===== src/rtl/instr_exec_unit.sv =====
// Execution unit that walks a run of instruction-register entries, executes each opcode
// (iterative restoring divider for DIV/MOD) and hands every result out on a valid/ready channel.
module instr_exec_unit #(
  parameter int OP_W   = 32,
  parameter int ADDR_W = 5,
  parameter int RES_W  = 64
) (
  input  logic              clk,
  input  logic              reset_n,
  input  logic              start,
  input  logic [ADDR_W-1:0] first_ptr,
  input  logic [ADDR_W:0]   count,
  output logic [ADDR_W-1:0] read_pointer,
  input  logic [2:0]        iw_opcode,
  input  logic [OP_W-1:0]   iw_operand_a,
  input  logic [OP_W-1:0]   iw_operand_b,
  output logic              busy,
  output logic              res_valid,
  input  logic              res_ready,
  output logic [ADDR_W-1:0] res_index,
  output logic [2:0]        res_opcode,
  output logic [OP_W-1:0]   res_operand_a,
  output logic [OP_W-1:0]   res_operand_b,
  output logic [RES_W-1:0]  res_result,
  output logic              res_div0,
  output logic              done,
  output logic [2:0]        dbg_state
);

  // Result channel: a result transfers on a rising edge where res_valid && res_ready;
  // while res_valid is high without res_ready, every res_* output holds its value.

  localparam int CNT_W = $clog2(OP_W) + 1;

  localparam logic [2:0] OP_ZERO  = 3'd0;
  localparam logic [2:0] OP_PASSA = 3'd1;
  localparam logic [2:0] OP_PASSB = 3'd2;
  localparam logic [2:0] OP_ADD   = 3'd3;
  localparam logic [2:0] OP_SUB   = 3'd4;
  localparam logic [2:0] OP_MULT  = 3'd5;
  localparam logic [2:0] OP_DIV   = 3'd6;

  typedef enum logic [2:0] {
    S_IDLE  = 3'd0,
    S_FETCH = 3'd1,
    S_EXEC  = 3'd2,
    S_OUT   = 3'd3
  } state_t;

  state_t             state_q, state_d;
  logic [ADDR_W-1:0]  ptr_q, ptr_d;
  logic [ADDR_W:0]    rem_q, rem_d;
  logic [ADDR_W-1:0]  idx_q, idx_d;
  logic [2:0]         opc_q, opc_d;
  logic [OP_W-1:0]    opa_q, opa_d;
  logic [OP_W-1:0]    opb_q, opb_d;
  logic [RES_W-1:0]   result_q, result_d;
  logic               div0_q, div0_d;
  logic               valid_q, valid_d;
  logic               done_q, done_d;
  logic [OP_W-1:0]    quo_q, quo_d;
  logic [OP_W-1:0]    prem_q, prem_d;
  logic [OP_W-1:0]    dvsr_q, dvsr_d;
  logic [CNT_W-1:0]   dcnt_q, dcnt_d;

  logic [RES_W-1:0]   sa, sb, alu_res;
  logic [RES_W-1:0]   q_ext, r_ext;
  logic [OP_W-1:0]    a_mag, b_mag;
  logic [OP_W:0]      shifted, diff;
  logic               is_div;

  assign sa     = {{(RES_W-OP_W){opa_q[OP_W-1]}}, opa_q};
  assign sb     = {{(RES_W-OP_W){opb_q[OP_W-1]}}, opb_q};
  assign q_ext  = {{(RES_W-OP_W){1'b0}}, quo_q};
  assign r_ext  = {{(RES_W-OP_W){1'b0}}, prem_q};
  // Magnitude of -2^OP_W-1 is still exact when read back as unsigned.
  assign a_mag  = iw_operand_a[OP_W-1] ? -iw_operand_a : iw_operand_a;
  assign b_mag  = iw_operand_b[OP_W-1] ? -iw_operand_b : iw_operand_b;
  assign is_div = (opc_q[2:1] == 2'b11);

  // One restoring step: quo_q shifts the dividend out MSB-first while quotient bits enter.
  assign shifted = {prem_q, quo_q[OP_W-1]};
  assign diff    = shifted - {1'b0, dvsr_q};

  always_comb begin
    alu_res = '0;
    case (opc_q)
      OP_ZERO:  alu_res = '0;
      OP_PASSA: alu_res = sa;
      OP_PASSB: alu_res = sb;
      OP_ADD:   alu_res = sa + sb;
      OP_SUB:   alu_res = sa - sb;
      OP_MULT:  alu_res = sa * sb;
      default:  alu_res = '0;
    endcase
  end

  always_comb begin
    state_d  = state_q;
    ptr_d    = ptr_q;
    rem_d    = rem_q;
    idx_d    = idx_q;
    opc_d    = opc_q;
    opa_d    = opa_q;
    opb_d    = opb_q;
    result_d = result_q;
    div0_d   = div0_q;
    valid_d  = valid_q;
    done_d   = 1'b0;
    quo_d    = quo_q;
    prem_d   = prem_q;
    dvsr_d   = dvsr_q;
    dcnt_d   = dcnt_q;
    case (state_q)
      S_IDLE: begin
        if (start) begin
          ptr_d = first_ptr;
          rem_d = count;
          if (count == '0) done_d  = 1'b1;
          else             state_d = S_FETCH;
        end
      end
      S_FETCH: begin
        idx_d   = ptr_q;
        opc_d   = iw_opcode;
        opa_d   = iw_operand_a;
        opb_d   = iw_operand_b;
        quo_d   = a_mag;
        dvsr_d  = b_mag;
        prem_d  = '0;
        dcnt_d  = '0;
        state_d = S_EXEC;
      end
      S_EXEC: begin
        if (!is_div) begin
          result_d = alu_res;
          div0_d   = 1'b0;
          valid_d  = 1'b1;
          state_d  = S_OUT;
        end else if (opb_q == '0) begin
          result_d = '0;
          div0_d   = 1'b1;
          valid_d  = 1'b1;
          state_d  = S_OUT;
        end else if (dcnt_q != CNT_W'(OP_W)) begin
          if (!diff[OP_W]) begin
            prem_d = diff[OP_W-1:0];
            quo_d  = {quo_q[OP_W-2:0], 1'b1};
          end else begin
            prem_d = shifted[OP_W-1:0];
            quo_d  = {quo_q[OP_W-2:0], 1'b0};
          end
          dcnt_d = dcnt_q + 1'b1;
        end else begin
          // Quotient truncates toward zero; remainder follows the dividend's sign.
          if (opc_q == OP_DIV)
            result_d = (opa_q[OP_W-1] ^ opb_q[OP_W-1]) ? -q_ext : q_ext;
          else
            result_d = opa_q[OP_W-1] ? -r_ext : r_ext;
          div0_d  = 1'b0;
          valid_d = 1'b1;
          state_d = S_OUT;
        end
      end
      S_OUT: begin
        if (res_ready) begin
          valid_d = 1'b0;
          if (rem_q > (ADDR_W+1)'(1)) begin
            ptr_d   = ptr_q + 1'b1;
            rem_d   = rem_q - 1'b1;
            state_d = S_FETCH;
          end else begin
            done_d  = 1'b1;
            state_d = S_IDLE;
          end
        end
      end
      default: state_d = S_IDLE;
    endcase
  end

  always_ff @(posedge clk or negedge reset_n) begin
    if (!reset_n) begin
      state_q  <= S_IDLE;
      ptr_q    <= '0;
      rem_q    <= '0;
      idx_q    <= '0;
      opc_q    <= '0;
      opa_q    <= '0;
      opb_q    <= '0;
      result_q <= '0;
      div0_q   <= 1'b0;
      valid_q  <= 1'b0;
      done_q   <= 1'b0;
      quo_q    <= '0;
      prem_q   <= '0;
      dvsr_q   <= '0;
      dcnt_q   <= '0;
    end else begin
      state_q  <= state_d;
      ptr_q    <= ptr_d;
      rem_q    <= rem_d;
      idx_q    <= idx_d;
      opc_q    <= opc_d;
      opa_q    <= opa_d;
      opb_q    <= opb_d;
      result_q <= result_d;
      div0_q   <= div0_d;
      valid_q  <= valid_d;
      done_q   <= done_d;
      quo_q    <= quo_d;
      prem_q   <= prem_d;
      dvsr_q   <= dvsr_d;
      dcnt_q   <= dcnt_d;
    end
  end

  assign read_pointer  = ptr_q;
  assign busy          = (state_q != S_IDLE);
  assign res_valid     = valid_q;
  assign res_index     = idx_q;
  assign res_opcode    = opc_q;
  assign res_operand_a = opa_q;
  assign res_operand_b = opb_q;
  assign res_result    = result_q;
  assign res_div0      = div0_q;
  assign done          = done_q;
  assign dbg_state     = state_q;

endmodule


===== config.mk =====
export PLATFORM = sky130hd
export DESIGN_NAME = instr_exec_unit
export DESIGN_NICKNAME = d
export VERILOG_FILES = /design/src/rtl/instr_exec_unit.sv
export SDC_FILE = /design/constraint.sdc
export NUM_CORES = 2
export LEC_CHECK = 0
export CAP_MARGIN = 30
export CORE_MARGIN = 8
export CORE_UTILIZATION = 50
export CTS_CLUSTER_SIZE = 40
export DETAILED_ROUTE_END_ITERATION = 10
export PLACE_DENSITY = 0.78
export SLEW_MARGIN = 30
export SYNTH_ARGS = -nofsm -noshare
export SYNTH_HDL_FRONTEND = slang
export SYNTH_SLANG_ARGS = --single-unit
export TNS_END_PERCENT = 100

===== constraint.sdc =====
create_clock -name clk -period 8.6 [get_ports clk]
set_input_delay 1.72 -clock clk [delete_from_list [all_inputs] [get_ports clk]]
set_output_delay 1.72 -clock clk [all_outputs]
set_load 0.05 [all_outputs]

==> metrics.md <==
| Metric | Value |
|---|---|
| Synthesis-to-layout area growth | `10.76%` |
| Slew Viols, Final | `0` |
| First-pass GRT wire length | `284.6 mm` |
| RePlAce Congestion | `approximately 1` |
| CTS tree | `built` |
| Ys flop type | `dfrtp_1` |
| Commonest cells post-synth | `inv_1, fa_1, nand2_1` |
| Syn Inst Count | `6223` |
| Worst slew margin | `between 30 and 40%` |
| Post-route DRC violation count | `0` |
| Skew final | `a little over 0.03 ns` |
| Cell accounting for the most synthesized area | `fa_1` |
| Setup TNS | `0 ns` |
| TritonCTS Buffers | `29` |
| Status | `finished, final reports clean` |
| Fin worst setup slack | `between 0.2 and 0.25 ns` |
| Min cycle time layout | `roughly 8.4 ns` |
| Peak Freq | `about 120 MHz` |
| Yosys top cell area share | `between 30% and 40%` |
| Initial antenna violation count | `25` |
| Register Area | `6346 sq um` |
| Die height | `348.5 um` |
| H-tree depth | `1` |
| Actual slew at the worst max-slew pin | `0.9863 ns` |
| Gr usage total | `30.11%` |
| Max FO, Critical Path | `23` |
| Core Rows | `roughly 120` |
| Period utilisation layout | `a little over nine tenths` |
| Largest net degree at the start of global routing | `~100` |
| # nets final | `about 7800` |
| Max Cap Violations | `0` |
| XOR/XNOR Fraction of Synth Area | `3.372%` |
| Worst Path Required | `just over 9 ns` |
| EDFF count, synth | `0` |
| Crit path DAT | `8.93 ns` |
| IO buf count | `roughly 230` |
| Dominant cells by area after synthesis | `fa_1, dfrtp_1, inv_1, ha_1, and2_1` |
| Main combinational cell family by area after synthesis | `adder cells` |
| Die width | `about 350 um` |
| R2R Setup Slk | `approximately 0.20 ns` |
| TritonCTS Sinks | `roughly 250` |
| Vias per cell | `between 5 and 6` |
| Startpoint Class | `flop` |
| Setup CP Type | `flop to flop` |
| Clk root buf | `clkbuf_16` |
| Adder-cell area share of the yosys netlist | `45.99%` |
| Core area | `between 100000 and 150000 sq um` |
| Syn Std Cell Area | `55280 sq um` |
| Count leader, synth | `inv_1` |
| Post-synthesis sequential area ratio | `a little under an eighth` |
| Deepest clock path buffer count | `3` |
| Cell variety after synth | `between 90 and 100` |
| Mean Syn Cell Area | `about 8.9 sq um` |
| Detail Route Antenna Nets | `0` |
| CP Capture Type | `flop` |
| Synthesized flop and latch total | `between 200 and 300` |
| Post-place setup slack | `-0.01216 ns` |
| DR pass1 iterations | `6` |
| Share of cells above drive strength 1 | `~6.6%` |
| Ports | `230` |
| YS warnings | `0` |
| Worst skew pair latency | `~0.63 ns` |
| Area taken by multi-input logic gates | `43550 sq um` |
| Syn Nets | `7686` |
| Mux cell area share after synthesis | `a little over 2%` |
| WL/cell | `around 23 um` |
| Die area | `121500 sq um` |
| Worst hold path class | `flop to flop` |
| Final Hold Viols | `0` |
| Vias in the first global route | `approximately 49000` |
| Synth Area in Compound Gates | `between 10% and 20%` |
| DR iter-0 viols | `about 4600` |
| CTS Hold Bufs | `0` |
| Starting Density | `roughly half` |
| Asr flop ratio synth | `100.0%` |
| DP HPWL | `~150 mm` |
| Final WL | `roughly 180 mm` |
| Fill count | `a little under 10000` |
| Total gr overflow | `0` |
| Worst-path clk slew | `roughly 0.070 ns` |
| Final setup viols | `0` |
| Post-Synth Simple-Gate Area | `~16%` |
| Via count | `approximately 46000` |
-- worst paths after layout --
path / startpoint / end / depth (start not counted)
setup / recovery: res_operand_a[14] / res_result[51] / 24
hold / removal: res_result[12] / res_result[12] / 2
setup reg to reg: res_operand_a[14] / res_result[51] / 24
hold reg to reg: res_result[12] / res_result[12] / 2
max in group asynchronous: reset_n / res_result[7] / 4
min in group asynchronous: reset_n / res_result[49] / 1
-- registers in the layout, summed over array words and instances, names as in the netlist --
signal	count
quo_q	32
dbg_state	2
done	1
res_result	64
read_pointer	5
rem_q	6
dcnt_q	6
dvsr_q	31
res_operand_a	32
res_valid	1
res_opcode	3
prem_q	32
res_div0	1
res_operand_b	32
res_index	5
-- cell usage in the layout, fill, tap and decap left out, types with 61 or more instances in the layout --
master / instances
a21oi_1: 266
inv_1: 1094
o21ai_0: 181
nor2_1: 283
clkdlybuf4s50_1: 225
ha_1: 293
mux2_2: 61
o21ai_1: 102
xor2_1: 107
nand2_1: 768
dfrtp_1: 243
buf_4: 225
fa_1: 1083
and2_1: 471
a21o_1: 68
xnor2_1: 104
-- routing by layer --
metal / part of all wire, % / global-route usage, % / up-vias
li1: - / - / 19800
met1: 40 / 39.97 / 23450
met2: 45 / 47.09 / 2314
met3: 10 / 6.920 / 449
met4: 4.9 / 13.69 / 8
met5: 0.032 / 0 / -
-- kinds of logic (layout without fill, tap and decap cells) --
kind of cell / after synthesis / in the layout
compound gates: 987 / 987
mux: 106 / 106
fa+ha+maj: 1381 / 1381
buf+inv: 1459 / 1629
other cells: 1 / 20
simple gates: 1824 / 1824
flops: 253 / 253
xor+xnor: 212 / 212
-- critical path, stage by stage (launching register included) --
cell      delay [ns]
dfrtp_1         0.59
buf_4           0.38
nand2_1         0.13
fa_1            0.50
fa_1            0.59
fa_1            0.60
fa_1            0.46
fa_1            0.56
inv_1           0.05
fa_1            0.47
fa_1            0.52
fa_1            0.43
ha_1            0.45
a21o_1          0.15
a21o_1          0.10
a21oi_1         0.07
o21ai_0         0.08
a21oi_1         0.12
nor2b_1         0.21
buf_4           0.20
a31oi_1         0.17
o31ai_1         0.70
a311oi_1        0.23
or4_1           0.43
o211ai_1        0.10
-- area by class of cell --
type                            count  area share [%]
Timing Repair Buffer              473           7.113
Antenna cell                       19         0.07765
Inverter                         1102           6.761
Tap cell                         1488           3.040
Sequential cell                   253           10.36
Multi-Input combinational cell   4511           71.12
Clock inverter                     14          0.1716
Clock buffer                       40           1.351
-- what timing repair did --
item / in CTS / in global routing
resized for setup: 2 / 12
endpoints found under the setup margin: 2 / 11
pin swaps: 0 / 1
hold endpoints to repair: 0 / 0
buffers inserted: 0 / 2
-- metrics by stage --
| step | hold WS (ns) | utilization, % | cells | cell area [sq um] |
|---|---|---|---|---|
| after detailed placement | 0.4758 | 54.60 | 7824 | 60180 |
| after CTS | 0.4922 | 55.45 | 7878 | 61110 |
| final | 0.4921 | 55.56 | 7900 | 61230 |
| after global routing | 0.5172 | 55.55 | 7897 | 61230 |
| after floorplan | 0.4722 | - | 6223 | 55390 |
| after global placement | 0.4639 | 54.58 | 7822 | 60150 |
Power is not shown: default switching activity piles up to over one toggle a cycle in this logic, so the estimate is an artifact.
